<file path="src/rtl/lsu_if.sv">
// Load/store controller bus bundle: pipeline request, load response, data-memory port, exception.
// slave = controller side, master = pipeline/memory environment side.
interface lsu_if #(
    parameter int unsigned ADDR_W = 32,
    parameter int unsigned TAG_W  = 5
);
    logic              req_valid;
    logic              req_ready;
    logic [2:0]        req_op;
    logic [ADDR_W-1:0] req_addr;
    logic [31:0]       req_wdata;
    logic [TAG_W-1:0]  req_tag;

    logic              dm_we;
    logic [ADDR_W-1:0] dm_addr;
    logic [31:0]       dm_wd;
    logic [3:0]        dm_bes;
    logic [6:0]        dm_bel;
    logic [31:0]       dm_rdata;

    logic              rsp_valid;
    logic              rsp_ready;
    logic [31:0]       rsp_data;
    logic [TAG_W-1:0]  rsp_tag;

    logic              exc_valid;
    logic [ADDR_W-1:0] exc_addr;
    logic              exc_store;

    modport slave (
        input  req_valid, req_op, req_addr, req_wdata, req_tag, dm_rdata, rsp_ready,
        output req_ready, dm_we, dm_addr, dm_wd, dm_bes, dm_bel,
               rsp_valid, rsp_data, rsp_tag, exc_valid, exc_addr, exc_store
    );

    modport master (
        output req_valid, req_op, req_addr, req_wdata, req_tag, dm_rdata, rsp_ready,
        input  req_ready, dm_we, dm_addr, dm_wd, dm_bes, dm_bel,
               rsp_valid, rsp_data, rsp_tag, exc_valid, exc_addr, exc_store
    );
endinterface

</file>
<file path="src/rtl/lsu_ctrl.sv">
// Memory-stage load/store controller in front of a registered-read data memory.
// Define LSU_MISALIGN_EXC_EN to trap misaligned word/half accesses instead of ignoring low address bits.
module lsu_ctrl #(
    parameter int unsigned ADDR_W = 32,
    parameter int unsigned TAG_W  = 5
) (
    input logic   clk,
    input logic   rst,
    lsu_if.slave  bus
);

    typedef enum logic [2:0] {
        S_IDLE, S_ST, S_LD_ISSUE, S_LD_CAPT, S_LD_RSP, S_EXC
    } state_e;

    state_e state_q, state_d;

    logic [ADDR_W-1:0] addr_q, addr_d;
    logic [31:0]       wd_q, wd_d;
    logic [3:0]        bes_q, bes_d;
    logic [6:0]        bel_q, bel_d;
    logic [TAG_W-1:0]  tag_q, tag_d;
    logic [31:0]       rsp_data_q, rsp_data_d;

    logic       accept, is_store, is_word, is_half, misalign;
    logic [3:0] lane_mask;

    always_comb begin
        is_store = bus.req_op inside {3'b101, 3'b110, 3'b111};
        is_word  = bus.req_op inside {3'b000, 3'b101};
        is_half  = bus.req_op inside {3'b001, 3'b010, 3'b110};
        if (is_word)      lane_mask = 4'b1111;
        else if (is_half) lane_mask = bus.req_addr[1] ? 4'b1100 : 4'b0011;
        else              lane_mask = 4'b0001 << bus.req_addr[1:0];
        accept = bus.req_valid && (state_q == S_IDLE);
    end

`ifdef LSU_MISALIGN_EXC_EN
    logic [ADDR_W-1:0] exc_addr_q, exc_addr_d;
    logic              exc_store_q, exc_store_d;

    assign misalign = accept && ((is_word && (bus.req_addr[1:0] != 2'b00)) ||
                                 (is_half && bus.req_addr[0]));

    always_comb begin
        exc_addr_d  = exc_addr_q;
        exc_store_d = exc_store_q;
        if (misalign) begin
            exc_addr_d  = bus.req_addr;
            exc_store_d = bus.req_op[2];
        end
    end

    always_ff @(posedge clk) begin
        if (rst) begin
            exc_addr_q  <= '0;
            exc_store_q <= 1'b0;
        end else begin
            exc_addr_q  <= exc_addr_d;
            exc_store_q <= exc_store_d;
        end
    end

    assign bus.exc_valid = (state_q == S_EXC);
    assign bus.exc_addr  = exc_addr_q;
    assign bus.exc_store = exc_store_q;
`else
    assign misalign      = 1'b0;
    assign bus.exc_valid = 1'b0;
    assign bus.exc_addr  = '0;
    assign bus.exc_store = 1'b0;
`endif

    always_ff @(posedge clk) begin
        if (rst) begin
            state_q    <= S_IDLE;
            addr_q     <= '0;
            wd_q       <= '0;
            bes_q      <= '0;
            bel_q      <= '0;
            tag_q      <= '0;
            rsp_data_q <= '0;
        end else begin
            state_q    <= state_d;
            addr_q     <= addr_d;
            wd_q       <= wd_d;
            bes_q      <= bes_d;
            bel_q      <= bel_d;
            tag_q      <= tag_d;
            rsp_data_q <= rsp_data_d;
        end
    end

    always_comb begin
        state_d    = state_q;
        addr_d     = addr_q;
        wd_d       = wd_q;
        bes_d      = bes_q;
        bel_d      = bel_q;
        tag_d      = tag_q;
        rsp_data_d = rsp_data_q;
        case (state_q)
            S_IDLE: begin
                if (accept) begin
                    if (misalign) begin
                        state_d = S_EXC;
                    end else if (is_store) begin
                        state_d = S_ST;
                        addr_d  = bus.req_addr;
                        wd_d    = bus.req_wdata;
                        bes_d   = lane_mask;
                    end else begin
                        state_d = S_LD_ISSUE;
                        addr_d  = bus.req_addr;
                        bel_d   = {bus.req_op, lane_mask};
                        tag_d   = bus.req_tag;
                    end
                end
            end
            S_ST:       state_d = S_IDLE;
            S_LD_ISSUE: state_d = S_LD_CAPT;
            S_LD_CAPT: begin
                rsp_data_d = bus.dm_rdata;
                state_d    = S_LD_RSP;
            end
            S_LD_RSP:   if (bus.rsp_ready) state_d = S_IDLE;
            S_EXC:      state_d = S_IDLE;
            default:    state_d = S_IDLE;
        endcase
    end

    // rst gates the write strobe and response so a reset edge never completes a pending access
    always_comb begin
        bus.req_ready = (state_q == S_IDLE);
        bus.dm_we     = (state_q == S_ST) && !rst;
        bus.dm_bes    = bus.dm_we ? bes_q : 4'b0000;
        bus.rsp_valid = (state_q == S_LD_RSP) && !rst;
    end

    assign bus.dm_addr  = addr_q;
    assign bus.dm_wd    = wd_q;
    assign bus.dm_bel   = bel_q;
    assign bus.rsp_data = rsp_data_q;
    assign bus.rsp_tag  = tag_q;

endmodule

</file>
<file path="src/flat_wrapper.sv">
// flat-port wrapper written by rule: the top's interface ports become plain ports
module lsu_ctrl_flat 
#(
    parameter int unsigned ADDR_W = 32,
    parameter int unsigned TAG_W  = 5
)
  (clk, rst, bus_req_valid, bus_req_op, bus_req_addr, bus_req_wdata, bus_req_tag, bus_dm_rdata, bus_rsp_ready, bus_req_ready, bus_dm_we, bus_dm_addr, bus_dm_wd, bus_dm_bes, bus_dm_bel, bus_rsp_valid, bus_rsp_data, bus_rsp_tag, bus_exc_valid, bus_exc_addr, bus_exc_store);
  lsu_if #(.ADDR_W(ADDR_W), .TAG_W(TAG_W)) bus_i ();
  input logic clk;
  input logic rst;
  input wire logic [$bits(bus_i.req_valid)-1:0] bus_req_valid;
  input wire logic [$bits(bus_i.req_op)-1:0] bus_req_op;
  input wire logic [$bits(bus_i.req_addr)-1:0] bus_req_addr;
  input wire logic [$bits(bus_i.req_wdata)-1:0] bus_req_wdata;
  input wire logic [$bits(bus_i.req_tag)-1:0] bus_req_tag;
  input wire logic [$bits(bus_i.dm_rdata)-1:0] bus_dm_rdata;
  input wire logic [$bits(bus_i.rsp_ready)-1:0] bus_rsp_ready;
  output wire logic [$bits(bus_i.req_ready)-1:0] bus_req_ready;
  output wire logic [$bits(bus_i.dm_we)-1:0] bus_dm_we;
  output wire logic [$bits(bus_i.dm_addr)-1:0] bus_dm_addr;
  output wire logic [$bits(bus_i.dm_wd)-1:0] bus_dm_wd;
  output wire logic [$bits(bus_i.dm_bes)-1:0] bus_dm_bes;
  output wire logic [$bits(bus_i.dm_bel)-1:0] bus_dm_bel;
  output wire logic [$bits(bus_i.rsp_valid)-1:0] bus_rsp_valid;
  output wire logic [$bits(bus_i.rsp_data)-1:0] bus_rsp_data;
  output wire logic [$bits(bus_i.rsp_tag)-1:0] bus_rsp_tag;
  output wire logic [$bits(bus_i.exc_valid)-1:0] bus_exc_valid;
  output wire logic [$bits(bus_i.exc_addr)-1:0] bus_exc_addr;
  output wire logic [$bits(bus_i.exc_store)-1:0] bus_exc_store;
  assign bus_i.req_valid = bus_req_valid;
  assign bus_i.req_op = bus_req_op;
  assign bus_i.req_addr = bus_req_addr;
  assign bus_i.req_wdata = bus_req_wdata;
  assign bus_i.req_tag = bus_req_tag;
  assign bus_i.dm_rdata = bus_dm_rdata;
  assign bus_i.rsp_ready = bus_rsp_ready;
  assign bus_req_ready = bus_i.req_ready;
  assign bus_dm_we = bus_i.dm_we;
  assign bus_dm_addr = bus_i.dm_addr;
  assign bus_dm_wd = bus_i.dm_wd;
  assign bus_dm_bes = bus_i.dm_bes;
  assign bus_dm_bel = bus_i.dm_bel;
  assign bus_rsp_valid = bus_i.rsp_valid;
  assign bus_rsp_data = bus_i.rsp_data;
  assign bus_rsp_tag = bus_i.rsp_tag;
  assign bus_exc_valid = bus_i.exc_valid;
  assign bus_exc_addr = bus_i.exc_addr;
  assign bus_exc_store = bus_i.exc_store;
  lsu_ctrl #(.ADDR_W(ADDR_W), .TAG_W(TAG_W)) u_core (.clk(clk), .rst(rst), .bus(bus_i));
endmodule
</file>
<file path="config.mk">
export PLATFORM = sky130hd
export DESIGN_NAME = lsu_ctrl_flat
export DESIGN_NICKNAME = d
export VERILOG_FILES = /design/src/rtl/lsu_if.sv /design/src/rtl/lsu_ctrl.sv /design/src/flat_wrapper.sv
export SDC_FILE = /design/constraint.sdc
export NUM_CORES = 1
export LEC_CHECK = 0
export ABC_CLOCK_PERIOD_IN_PS = 2500
export CAP_MARGIN = 20
export CORE_MARGIN = 5
export CORE_UTILIZATION = 41
export DETAILED_ROUTE_END_ITERATION = 16
export PLACE_DENSITY = 0.85
export SLEW_MARGIN = 20
export SYNTH_ARGS = -nofsm -noshare
export SYNTH_HDL_FRONTEND = slang
export SYNTH_SLANG_ARGS = --single-unit
</file>
<file path="constraint.sdc">
create_clock -name clk -period 2.5 [get_ports clk]
set_input_delay 0.5 -clock clk [delete_from_list [all_inputs] [get_ports clk]]
set_output_delay 0.5 -clock clk [all_outputs]
set_load 0.05 [all_outputs]
</file>
# Yosys cells after proc, flatten, opt, wreduce, memory -nomap -nowiden
# Cells that the tools add are included.
# classes
n_reduce_logical	13
n_shift	1
eq_ne	11
bitwise	1
muxes	8
# ops
cell	n
$mux W4	4
$eq A3 B3 Y1 const B	4
$pmux W3 S4	1
$eq A3 B2 Y1 const B	3
$eq A3 B1 Y1 const B	2
$logic_not A3 Y1	2
$mux W3	2
$reduce_and A3 Y1	2
$reduce_bool A3 Y1	2
$reduce_and A2 Y1	2
$shl A1 B2 Y4 const A	1
$logic_and A1 B1 Y1	3
$mux W2	1
$ne A2 B1 Y1 const B	1
$ne A2 B2 Y1 const B	1
$reduce_bool A2 Y1	1
$logic_not A1 Y1	1
$not A1 Y1	1
# word_totals
inputBits	108
ff_bits	115

# Depth between registers and ports, before layout
# depth
ltp_word	5
depth_mapped	7

# Least setup slack after synthesis
# OpenSTA, ideal clock, no wires.
# synth_timing
kind	input to output
start	input port rst
end	output port bus_dm_bes[0]
t_required_ps	2000
t_arrival_ps	3101
path_stages	3
setup_slack_ps	-1101
path_cell_list	clkbuf_1 > nor4b_1 > and2_1
# synth_between
elab_chain_cells	3
# synth_rtl
element	line	source
start: declaration	flat_wrapper.sv:10	input logic rst;
$logic_not A1 Y1	lsu_ctrl.sv:135	bus.dm_we = (state_q == S_ST) && !rst;
$logic_and A1 B1 Y1	lsu_ctrl.sv:135	
net bus_dm_we	flat_wrapper.sv:19	output wire logic [$bits(bus_i.dm_we)-1:0] bus_dm_we;
$mux W4	lsu_ctrl.sv:136	bus.dm_bes = bus.dm_we ? bes_q : 4'b0000;
end: declaration	flat_wrapper.sv:22	output wire logic [$bits(bus_i.dm_bes)-1:0] bus_dm_bes;
# The timed path passes the listed nets, and every way through them passes these cells.

# Final worst setup path
# layout_timing
start	register u_core.state_q[0]
end	output port bus_dm_bes[2]
# layout_between
elab_chain_cells	3
# layout_rtl
element	line	source
start: declaration	lsu_ctrl.sv:16	state_e state_q, state_d;
start signal: assignment	lsu_ctrl.sv:84	state_q <= state_d;
$eq A3 B1 Y1	lsu_ctrl.sv:135	
$logic_and A1 B1 Y1	lsu_ctrl.sv:135	
$mux W4	lsu_ctrl.sv:136	
# Every way passes these cells.

==> results_dict.tcl <==
set metrics [dict create \
    cts_inserted_buffers 17 \
    start_util_pct 42.0 \
    fin_crit_sh_pct 92.0 \
    cp_data_required_time_ns 2.00 \
    final_hold_viol_count 0 \
    place.port_buffers 222 \
    die-width_um 115 \
    synthCells 563 \
    cp.arrival_ns 1.80 \
    synth_top_area_share_pct 50.5 \
    ios 257 \
    max-slew-margin-rel_pct 38.8 \
    synth_warnings 0 \
    cp-end-kind "output pin" \
    wl_per_cell_um 15.8 \
    die_area_mm2 0.0133 \
    setup.worst_path.class "reg2out" \
    rows 38 \
    grt_max_degree 92 \
    n_fill_cell 854 \
    status "complete, no violations" \
    seq_area_frac_synth_pct 50.5 \
    drt_wl_total_mm 14.5 \
    hold-worst-slack_ns 0.399 \
    fin_tns_setup_ns 0 \
    syn2layout_area_growth_pct 62.2 \
    grt_pass1_vias 4449 \
    maxCapViolations 0 \
    antenna_found_initial 0 \
    layout_min_cycle_time_ns 2.30 \
    rsz0062_at_grt "false" \
    critPathLaunchType "flip-flop" \
    skew_ns 0.0132 \
    grt_pass1_wl_mm 22.0 \
    drtAntennaViolNets 0 \
    cp_max_fo 9 \
    fin_cells 919 \
    fp.dieH_um 115 \
    synth_cell_types 27 \
    ys_ff_latch 115 \
    vias_per_cell 5.00 \
    synth_top_area_cell "dfxtp_1" \
    p_per_area_mw_per_mm2 752 \
    placed_cells 887 \
    coreArea_mm2 0.0108 \
    leakage_nw 2.65 \
    diodes 0 \
    drt_iter0_markers 331 \
    multi_input_area_mm2 0.00188 \
    clk_latency_ns 0.50 \
    path_clk_slew_ns 0.06 \
    seq_area_mm2 0.00230 \
    root_buffer "clkbuf_8" \
    syn-cell-area_mm2 0.00455 \
    setup_viol 0 \
    grt.total_usage_pct 20.8 \
    routabilityCongestion 0.835 \
    drive_gt1_share_pct 7.06 \
    drc 0 \
    place_hpwl_mm 10.6 \
    finalNetCount 874 \
    holdBufCountCts 0 \
    worst_slew_pin_slew_ns 0.919 \
    syn_avg_cell_area_um2 8.09 \
    irDropWorstVdd_mv 0.468 \
    hold_class "in2reg" \
    overflow 0 \
    vias 4596 \
    yosys-top-cells-area "dfxtp_1, a21oi_1, nand2_1, buf_4, nand3_1" \
    dr.pass1.iters 4 \
    cts.sinks 115 \
    clock_tree.buffer_depth 2 \
    cts_tree "done" \
    drv_slew 0 \
    fmax_ghz 0.435 \
    htreeDepth 4 \
]
worst paths after layout:
check | slack (ns) | endpoint | startpoint | depth (start not counted)
min | 0.40 | u_core.bus.dm_wd[11]$_SDFFE_PP0P_ | rst | 2
max | 0.20 | bus_dm_bes[2] | u_core.state_q[0]$_SDFFE_PP0P_ | 3
min reg2reg | 0.45 | u_core.bus.rsp_data[18]$_SDFFE_PP0P_ | u_core.bus.rsp_data[18]$_SDFFE_PP0P_ | 2
max reg2reg | 0.54 | u_core.bus.dm_wd[25]$_SDFFE_PP0P_ | u_core.state_q[2]$_SDFFE_PP0P_ | 4
repair_timing:
| action | 4_1_cts | 5_1_grt |
|---|---|---|
| buffers inserted | 0 | 0 |
| gates resized for setup | 1 | 0 |
| setup endpoints to repair | 1 | 0 |
metal layers:
layer	vias up	GRT usage [%]	part of all wire (%)
met1	2134	22.4	37
met4	0	8.76	2.2
met5	-	0	0
met3	20	7.37	9.2
li1	2242	-	-
met2	200	36.8	52
cell type report:
type,instances,area share [%]
Clock buffer,20,5.89
Clock inverter,12,2.46
Inverter,3,0.152
Multi-Input combinational cell,394,25.5
Sequential cell,115,31.2
Tap cell,140,2.37
Timing Repair Buffer,235,32.5
registers in the layout, summed over array words and instances (netlist names):
register and cells:
u_core.bes_q 4, u_core.bus.dm_addr 32, u_core.bus.dm_bel 7, u_core.bus.dm_wd 32
u_core.bus.rsp_data 32, u_core.bus.rsp_tag 5, u_core.state_q 3
critical path, cell delays in order, from the launching register on:
cell and delay [ns]:
dfxtp_1 0.50, nor4b_4 0.40, and2_1 0.25, buf_12 0.15
synthesized netlist by cell type (all sizes together):
master   number
a2111oi       2
a21oi       116
a311oi        8
and2          4
and3b         1
buf          57
clkbuf       27
conb          1
dfxtp       115
inv           3
nand2       128
nand2b        1
nand3        37
nand3b        2
nor2          5
nor2b         1
nor3          1
nor4          2
nor4b         3
o211ai        1
o21a          3
o21ai        42
o21bai        2
or4b          1
where the power goes:
group | internal, W | leakage, nW | switching [W] | total, W
Clock | 0.00165 | 0.287 | 0.000837 | 0.00248
Sequential | 0.00193 | 0.936 | 0.0000541 | 0.00198
Combinational | 0.000388 | 1.42 | 0.000704 | 0.00109
Total | 0.00396 | 2.65 | 0.00159 | 0.00555
through the flow:
step / cell area, um^2 / utilization [%] / setup slack, ns / power, W
2_1_floorplan: 4700 / - / 0.0921 / 0.00273
3_3_place_gp: 6770 / 62.5 / 0.108 / 0.00309
5_1_grt: 7390 / 68.2 / 0.0276 / 0.00578
6_report: 7390 / 68.2 / 0.200 / 0.00555
3_5_place_dp: 6770 / 62.5 / 0.00347 / 0.00311
4_1_cts: 7390 / 68.2 / 0.149 / 0.00560
kinds of logic (layout without fill, tap and decap cells):
| group | Yosys count | count (layout) | share of synthesized area (%) |
|---|---|---|---|
| compound gates | 174 | 174 | 20.3 |
| buf+inv | 87 | 270 | 11.5 |
| flops | 115 | 115 | 50.5 |
| other cells | 1 | 34 | 0.0823 |
| simple gates | 186 | 186 | 17.6 |
layout by cell type (no fill, tap or decap), types with 4 or more instances in the layout:
cell,n
clkdlybuf4s50_1,214
nand2_1,128
a21oi_1,116
dfxtp_1,115
nand3_1,37
o21ai_0,34
conb_1,34
clkbuf_16,16
buf_4,12
a311oi_1,8
buf_12,8
o21ai_1,7
nor2_1,5
and2_1,4
clkinvlp_4,4
bufinv_16,4
Power figures use the tool's default switching activity.
